### config.mk
export PLATFORM = sky130hd
export DESIGN_NAME = decode_ctrl_stage
export DESIGN_NICKNAME = d
export VERILOG_FILES = /design/src/rtl/decode_ctrl_stage.sv
export SDC_FILE = /design/constraint.sdc
export NUM_CORES = 1
export LEC_CHECK = 0
export CELL_PAD_IN_SITES_DETAIL_PLACEMENT = 1
export CELL_PAD_IN_SITES_GLOBAL_PLACEMENT = 1
export CORE_ASPECT_RATIO = 1.25
export CORE_MARGIN = 2
export CORE_UTILIZATION = 36
export DETAILED_ROUTE_END_ITERATION = 8
export HOLD_SLACK_MARGIN = 0.12
export PLACE_DENSITY_LB_ADDON = 0.1
export SLEW_MARGIN = 20
export SYNTH_ARGS = -nofsm -noshare
export SYNTH_HDL_FRONTEND = slang
export SYNTH_SLANG_ARGS = --single-unit
### constraint.sdc
create_clock -name clk -period 2 [get_ports clk]
set_clock_uncertainty 0.1 [all_clocks]
set_input_delay 0.6 -clock clk [delete_from_list [all_inputs] [get_ports clk]]
set_output_delay 0.6 -clock clk [all_outputs]
set_load 0.02 [all_outputs]
### src/rtl/decode_ctrl_stage.sv
// -----------------------------------------------------------------------------
// decode_ctrl_stage
//   Registered decode stage between fetch and execute. Each accepted
//   instruction is decoded into the control bundle plus an illegal flag, then
//   held in a two-entry buffer (output register + skid register). Because
//   in_ready comes straight from the buffer state register, fetch never sees a
//   combinational path from out_ready.
//
// Parameters
//   XLEN         : 32 or 64. 64 adds LD/SD/LWU and the OP-IMM-32/OP-32 word ops.
//   TRAP_ILLEGAL : 1 = undecodable words flow through with out_illegal=1 and all
//                  controls cleared; 0 = they become a NOP with out_illegal=0.
//
// Ports
//   clk, rst      : clock, synchronous active-high reset
//   flush         : drop everything buffered plus any same-cycle accept
//   in_valid/in_ready, in_instr, in_pc        : fetch side handshake + payload
//   out_valid/out_ready, out_pc, out_instr    : execute side handshake + payload
//   out_memtoreg, out_memwrite, out_memsize, out_branch, out_jump, out_jalr,
//   out_alusrc (REG=0 IMM=1 PC=2 NPC=3), out_regwrite, out_wordop,
//   out_illegal   : decoded control bundle
// -----------------------------------------------------------------------------
module decode_ctrl_stage #(
    parameter int XLEN         = 32,
    parameter bit TRAP_ILLEGAL = 1'b1
) (
    input  logic            clk,
    input  logic            rst,
    input  logic            flush,
    input  logic            in_valid,
    output logic            in_ready,
    input  logic [31:0]     in_instr,
    input  logic [XLEN-1:0] in_pc,
    output logic            out_valid,
    input  logic            out_ready,
    output logic [XLEN-1:0] out_pc,
    output logic [31:0]     out_instr,
    output logic            out_memtoreg,
    output logic            out_memwrite,
    output logic [2:0]      out_memsize,
    output logic            out_branch,
    output logic            out_jump,
    output logic            out_jalr,
    output logic [1:0]      out_alusrc,
    output logic            out_regwrite,
    output logic            out_wordop,
    output logic            out_illegal
);

    localparam logic [6:0] OPC_LOAD     = 7'h03;
    localparam logic [6:0] OPC_FENCE    = 7'h0F;
    localparam logic [6:0] OPC_OPIMM    = 7'h13;
    localparam logic [6:0] OPC_AUIPC    = 7'h17;
    localparam logic [6:0] OPC_OPIMM32  = 7'h1B;
    localparam logic [6:0] OPC_STORE    = 7'h23;
    localparam logic [6:0] OPC_OP       = 7'h33;
    localparam logic [6:0] OPC_LUI      = 7'h37;
    localparam logic [6:0] OPC_OP32     = 7'h3B;
    localparam logic [6:0] OPC_BRANCH   = 7'h63;
    localparam logic [6:0] OPC_JALR     = 7'h67;
    localparam logic [6:0] OPC_JAL      = 7'h6F;
    localparam logic [6:0] OPC_SYSTEM   = 7'h73;

    localparam logic [1:0] SRC_REG = 2'd0;
    localparam logic [1:0] SRC_IMM = 2'd1;
    localparam logic [1:0] SRC_PC  = 2'd2;
    localparam logic [1:0] SRC_NPC = 2'd3;

    localparam bit IS64 = (XLEN == 64);

    typedef struct packed {
        logic [XLEN-1:0] pc;
        logic [31:0]     instr;
        logic            memtoreg;
        logic            memwrite;
        logic [2:0]      memsize;
        logic            branch;
        logic            jump;
        logic            jalr;
        logic [1:0]      alusrc;
        logic            regwrite;
        logic            wordop;
        logic            illegal;
    } bundle_t;

    typedef enum logic [1:0] {
        S_EMPTY,
        S_ONE,
        S_TWO
    } state_t;

    // ------------------------------------------------------------------ decode
    bundle_t    dec;
    logic       bad;
    logic [2:0] f3;
    logic [2:0] store_lim;

    always_comb begin
        dec        = '0;
        dec.pc     = in_pc;
        dec.instr  = in_instr;
        bad        = 1'b0;
        f3         = in_instr[14:12];
        store_lim  = IS64 ? 3'd4 : 3'd3;

        case (in_instr[6:0])
            OPC_LUI, OPC_OPIMM: begin
                dec.alusrc   = SRC_IMM;
                dec.regwrite = 1'b1;
            end
            OPC_AUIPC: begin
                dec.alusrc   = SRC_PC;
                dec.regwrite = 1'b1;
            end
            OPC_OP: begin
                dec.regwrite = 1'b1;
            end
            OPC_OPIMM32: begin
                if (IS64) begin
                    dec.alusrc   = SRC_IMM;
                    dec.regwrite = 1'b1;
                    dec.wordop   = 1'b1;
                end else begin
                    bad = 1'b1;
                end
            end
            OPC_OP32: begin
                if (IS64) begin
                    dec.regwrite = 1'b1;
                    dec.wordop   = 1'b1;
                end else begin
                    bad = 1'b1;
                end
            end
            OPC_BRANCH: begin
                dec.branch = 1'b1;
                bad        = (f3 == 3'd2) || (f3 == 3'd3);
            end
            OPC_JAL: begin
                dec.alusrc   = SRC_NPC;
                dec.jump     = 1'b1;
                dec.regwrite = 1'b1;
            end
            OPC_JALR: begin
                dec.alusrc   = SRC_NPC;
                dec.jump     = 1'b1;
                dec.jalr     = 1'b1;
                dec.regwrite = 1'b1;
                bad          = (f3 != 3'd0);
            end
            OPC_LOAD: begin
                dec.alusrc   = SRC_IMM;
                dec.regwrite = 1'b1;
                dec.memtoreg = 1'b1;
                dec.memsize  = f3;
                // LD (3) and LWU (6) only exist on RV64
                bad = (f3 == 3'd7) || (!IS64 && ((f3 == 3'd3) || (f3 == 3'd6)));
            end
            OPC_STORE: begin
                dec.alusrc   = SRC_IMM;
                dec.memwrite = 1'b1;
                dec.memsize  = f3;
                bad          = (f3 >= store_lim);
            end
            OPC_FENCE, OPC_SYSTEM: begin
                // legal, no controls
            end
            default: bad = 1'b1;
        endcase

        if (in_instr[1:0] != 2'b11) bad = 1'b1;

        // A bad word keeps its pc/instr so execute can still trap on it, but
        // carries no controls; only the flag depends on TRAP_ILLEGAL.
        if (bad) begin
            dec         = '0;
            dec.pc      = in_pc;
            dec.instr   = in_instr;
            dec.illegal = TRAP_ILLEGAL;
        end
    end

    // ------------------------------------------------------------------ buffer
    state_t  state_q, state_d;
    bundle_t out_q, skid_q;
    logic    accept, retire;
    logic    ld_out_new, ld_out_skid, ld_skid;

    assign in_ready  = (state_q != S_TWO);
    assign out_valid = (state_q != S_EMPTY);
    assign accept    = in_valid & in_ready;
    assign retire    = out_valid & out_ready;

    always_ff @(posedge clk) begin
        if (rst) state_q <= S_EMPTY;
        else     state_q <= state_d;
    end

    always_comb begin
        state_d     = state_q;
        ld_out_new  = 1'b0;
        ld_out_skid = 1'b0;
        ld_skid     = 1'b0;
        case (state_q)
            S_EMPTY: begin
                if (accept) begin
                    ld_out_new = 1'b1;
                    state_d    = S_ONE;
                end
            end
            S_ONE: begin
                if (accept && retire) begin
                    ld_out_new = 1'b1;
                end else if (accept) begin
                    ld_skid = 1'b1;
                    state_d = S_TWO;
                end else if (retire) begin
                    state_d = S_EMPTY;
                end
            end
            S_TWO: begin
                // in_ready is low here, so the only event is a retire
                if (retire) begin
                    ld_out_skid = 1'b1;
                    state_d     = S_ONE;
                end
            end
            default: state_d = S_EMPTY;
        endcase
        if (flush) begin
            state_d     = S_EMPTY;
            ld_out_new  = 1'b0;
            ld_out_skid = 1'b0;
            ld_skid     = 1'b0;
        end
    end

    always_ff @(posedge clk) begin
        if (rst) begin
            out_q  <= '0;
            skid_q <= '0;
        end else begin
            if (ld_out_new)       out_q <= dec;
            else if (ld_out_skid) out_q <= skid_q;
            if (ld_skid)          skid_q <= dec;
        end
    end

    assign out_pc       = out_q.pc;
    assign out_instr    = out_q.instr;
    assign out_memtoreg = out_q.memtoreg;
    assign out_memwrite = out_q.memwrite;
    assign out_memsize  = out_q.memsize;
    assign out_branch   = out_q.branch;
    assign out_jump     = out_q.jump;
    assign out_jalr     = out_q.jalr;
    assign out_alusrc   = out_q.alusrc;
    assign out_regwrite = out_q.regwrite;
    assign out_wordop   = out_q.wordop;
    assign out_illegal  = out_q.illegal;

endmodule

## Yosys cells after proc, flatten, opt, wreduce, memory -nomap -nowiden

Cells that the tools add are included.

- Logic and storage cells: 95
- Flip-flop bits (word level): 156
- Output and inout bits: 79
- Bits of input ports: 69

- Muxes and demuxes: 29
- Equal/unequal tests: 23
- Bitwise gates (word level): 2
- Reduce and logical (&&, ||, !) cells: 15
- $lt $le $gt $ge: 1

Operators with widths:

| operator | count |
|---|---|
| $mux W77 | 2 |
| $eq A7 B7 Y1 const B | 4 |
| $eq A7 B6 Y1 const B | 3 |
| $mux W1 | 16 |
| $eq A7 B5 Y1 const B | 2 |
| $reduce_or A7 Y1 | 2 |
| $mux W13 | 1 |
| $pmux W2 S3 | 2 |
| $mux W2 | 5 |
| $ne A2 B2 Y1 const B | 5 |
| $eq A7 B2 Y1 const B | 1 |
| $eq A7 B4 Y1 const B | 1 |
| $eq A3 B2 Y1 const B | 2 |
| $eq A3 B3 Y1 const B | 2 |
| $reduce_or A2 Y1 | 3 |
| $pmux W1 S5 | 1 |
| $reduce_and A4 Y1 | 1 |
| $reduce_bool A2 Y1 | 2 |
| $reduce_or A4 Y1 | 1 |
| $ge A3 B2 Y1 const B | 1 |
| $logic_or A1 B1 Y1 | 3 |
| $mux W3 | 1 |
| $ne A3 B3 Y1 const B | 1 |
| $reduce_bool A3 Y1 | 1 |
| 6 further kinds | 7 |

## Logic depth before layout (Yosys ltp)

- Depth after elaboration: 7
- Mapped depth: 7
- Mapped depth without buffers: 5

## Worst setup path after synthesis

Ideal clock, no wire load.

- Kind: input -> register
- From: input in_instr[6]
- To: register out_q, in the netlist out_alusrc[0]
- Buffers on the path: 1
- Stages on the path: 6
- Data required time: 1.799 ns
- Slack: 0.144 ns
- Data arrival time: 1.655 ns
- Cells stage by stage: buf_2 > nor3b_2 > a21oi_1 > o32ai_1 > nand2_2 > o41ai_1

- Word-level cells in the longest chain between the ends: 6
- Elaborated cells between the ends (all ways): 19

RTL lines:

| item | RTL line | text |
|---|---|---|
| start, declared | 32 | `input logic [31:0] in_instr,` |
| $eq A7 B7 Y1, or another cell as far along | 106 | `case (in_instr[6:0])` |
| $reduce_or A7 Y1 (no source line) | - |  |
| $pmux W1 S5 | 106 |  |
| $mux W1 | 171 | `if (in_instr[1:0] != 2'b11) bad = 1'b1;` |
| $mux W13 * | 175 | `if (bad) begin` |
| $mux W77 * | 243 | `if (ld_out_new) out_q <= dec;` |
| end signal, assigned | 244 | `else if (ld_out_skid) out_q <= skid_q;` |
| end, declared | 185 | `bundle_t out_q, skid_q;` |

Mark *: on every way between the ends. The rest lies on a longest branch, timed or not.
A chain may end at the register's enable or synchronous reset.

## Final worst setup path

- From: input in_instr[0]
- To: register out_q, in the netlist out_alusrc[0]

Same word-level chain as after synthesis.

==> impl_summary.txt <==
----------------------------------------------------
[Routing]
  Total iterations of the first detailed-routing run ... 6
  Total via count in the routed design ... 5881
  Sum of routed wire length over all layers ... 19130 um
  Violation count after the first detailed-route iteration ... 360
  Residual DRC ... 0
  Remaining antenna violation count after routing ... 0
  Via density per instance ... 5.177
  Routed length per placed instance ... 16.84 um

[Synth]
  Net count of the mapped netlist ... 795
  Dominant cell by count in the synthesized netlist ... sky130_fd_sc_hd__nand2_1
  Register bit total from synthesis ... 154
  Sequential element share of the synthesized area ... 50.88%
  Count of flip-flops with a built-in enable after synthesis ... 0
  Top area cells in the synthesized netlist ... sky130_fd_sc_hd__dfxtp_1 (51%), sky130_fd_sc_hd__nand2_1 (12%), sky130_fd_sc_hd__a21oi_1 (11%)
  Synth cell count leaders ... sky130_fd_sc_hd__nand2_1 (197), sky130_fd_sc_hd__dfxtp_1 (154), sky130_fd_sc_hd__a21oi_1 (138)
  Instance count of the mapped netlist ... 726
  Area fraction of the dominant cell type after synthesis ... 50.88%
  Library cell occupying the most area in the post-synthesis netlist ... sky130_fd_sc_hd__dfxtp_1
  Cell area after synthesis ... 6060 um^2
  Netlist cell types ... 43
  Total of warnings raised by yosys ... 0
  Mean cell area of the mapped netlist ... 8.347 um^2
  Synth Flop Type ... sky130_fd_sc_hd__dfxtp_1
  Synth async-reset ratio ... 0%

[Power and ir drop]
  Peak supply drop ... 0.4474 mV
  Leakage ... 3.446 nW
  Post-layout total power ... 7.413 mW
  Power density normalized to cell area ... 836.5 nW/um^2

[Floorplan]
  Core Box Area ... 16640 um^2
  Number of primary I/O pins ... 148
  Vert. Die Dim ... 149.1 um
  Die outline area ... 17890 um^2
  Std-Cell Rows ... 53
  Initial standard-cell utilization of the core ... 36.41%
  DIE WIDTH ... 120.0 um

[Critical path]
  Worst path max stage delay ... 600 ps
  Data required, critical path ... 2220 ps
  Ordered list of cells on the worst path ... clkdlybuf4s50_1 > o211ai_1 > a22oi_2 > nand2_2 > o41ai_1
  Arrival time of data at the critical path endpoint ... 2160 ps
  Setup Crit Path Kind ... in -> reg
  Element type at the critical path end ... flop
  Buffer and inverter count on the worst path ... 1
  Largest fanout on the critical path ... 4
  Standard cell with the maximum stage delay on the critical path ... sky130_fd_sc_hd__clkdlybuf4s50_1
  Largest delay contributor family on the critical path ... compound AO/OA/AOI/OAI gates
  Nature of the critical path startpoint ... primary input

[Layout]
  Final core utilization ... 53.24%
  Net count reported at finish ... 971
  Post-route non-filler standard cell count ... 1136
  Proportion of layout cells with a drive suffix above 1 ... 13.88%
  Area overhead of the layout relative to synthesis ... 46.25%

[Place]
  HPWL reported at the end of detailed placement ... 12920 um
  GP Congestion ... 0.7840
  Number of port buffers ... 146
  Dpl cells ... 1095

[Global route]
  Overall fraction of global-route tracks in use ... 21.79%
  Largest net degree at the start of global routing ... 60
  Via count of the first global-routing pass ... 6284
  Initial antenna violation count ... 1
  GR Overflow Total ... 0
  Wire length of the first global-routing pass ... 31150 um

[Status]
  Outcome ... completed

[STA]
  # setup viols final ... 0
  Post-route clock period utilization ... 97.02%
  Post-layout minimum cycle time ... 1940 ps
  FMAX ... 0.5154 GHz
  Final Max Tran Viols ... 0
  Count of final hold-check violations ... 0

[Clock tree]
  Root buf cell ... sky130_fd_sc_hd__clkbuf_16
  Clock latency on the worst-skew pair ... 420 ps
  Number of H-tree branching levels ... 4
  Clock-pin slew reported for the worst setup and hold paths after clock tree synthesis ... 60 ps
  TritonCTS clock tree ... yes
  TritonCTS sink count ... 154
  Worst-case clock buffer depth ... 2
  Hold_buf cts ... 0
  Clock buffer count from CTS ... 17

[Min path]
  Worst hold path type ... reg -> reg

[Job]
  Number of maximum-capacitance violations ... 0

----------------------------------------------------
-- placed cells by master, fill, tap and decap left out, drive strengths merged, types with 2 or more instances in the layout --
cell,instances
nor3b,2
nand3,2
inv,6
o41ai,2
a2111oi,2
clkbuf,19
a31oi,2
buf,75
nor2,32
nor3,6
dlymetal6s2s,5
a21oi,138
bufinv,4
clkinv,3
clkinvlp,2
a211oi,14
clkdlybuf4s50,55
nand3b,2
nand2,198
dfxtp,154
o32ai,2
nand2b,5
nor2b,2
a22oi,62
mux2i,20
dlygate4sd2,83
-- cell families (layout without fill, tap and decap cells) --
kind of cell / after synthesis / count (layout) / synth area share [%]
simple gates: 258 / 258 / 17.74
compound gates: 228 / 228 / 22.84
flops: 154 / 154 / 50.88
buf+inv: 64 / 253 / 4.997
mux: 21 / 21 / 3.490
other cells: 1 / 2 / 0.06189
-- worst min-delay path: stages, from the launching register on --
cell	delay [ps]
sky130_fd_sc_hd__dfxtp_1	300
sky130_fd_sc_hd__nand2_1	50
sky130_fd_sc_hd__a21oi_1	50
-- per-stage QoR --
| stage | hold WS [ps] | TNS (ps) | setup slack (ps) | instance area, um^2 |
|---|---|---|---|---|
| after global placement | 340.4 | -65160 | -524.6 | 8168 |
| after CTS | 351.8 | 0 | 0.4241 | 8822 |
| after floorplan | 331.6 | 0 | 144.1 | 6060 |
| after detailed placement | 345.9 | -75050 | -639.6 | 8168 |
| final | 349.6 | 0 | 59.61 | 8862 |
| after global routing | 367.9 | -8.042 | -8.042 | 8860 |
-- state kept, by name, indices dropped and copies added (netlist names) --
name	flops
out_pc	32
out_memsize	3
out_memtoreg	1
state_q	2
skid_q	76
out_memwrite	1
out_jalr	1
out_illegal	1
out_jump	1
out_instr	32
out_alusrc	2
out_regwrite	1
out_branch	1
-- power breakdown --
| group | leakage, nW | internal [mW] | switching (mW) |
|---|---|---|---|
| combinational | 1.90 | 0.370 | 0.437 |
| sequential | 1.25 | 3.15 | 0.0452 |
| clock | 0.299 | 2.10 | 1.30 |
-- layer usage --
metal  up-vias  part of all wire (%)  GRT usage (%)
met5         -                     0              0
met4         0                   1.1          7.235
met3        16                   3.9          4.511
met2       113                    53          40.48
met1      2887                    42          24.62
li1       2865                     -              -
-- what timing repair did --
| action | CTS | global route |
|---|---|---|
| setup buffers | 6 | 1 |
| pin swaps | 3 | 2 |
| resized for setup | 105 | 12 |
| cloned | 1 | 0 |
| endpoints found under the setup margin | 182 | 12 |
-- area by class of cell --
class	instances	area [um^2]
repair buffers	219	2111
inverters	2	7.507
flip-flops and latches	154	3084
multi-input cells	508	2760
clock buffers	19	432.9
clock inverters	13	188.9
well taps	220	275.3
diodes	1	2.502
fillers	1956	7782
-- worst paths after layout --
check	end	cells after the start	slack [ps]	startpoint
min reg2reg	out_instr[23]	2	350	out_instr[23]
max reg2reg	skid_q[63]	8	120	state_q[1]
min	out_instr[23]	2	350	out_instr[23]
max	out_alusrc[0]	5	60	in_instr[0]
(Power assumes the default switching activity.)
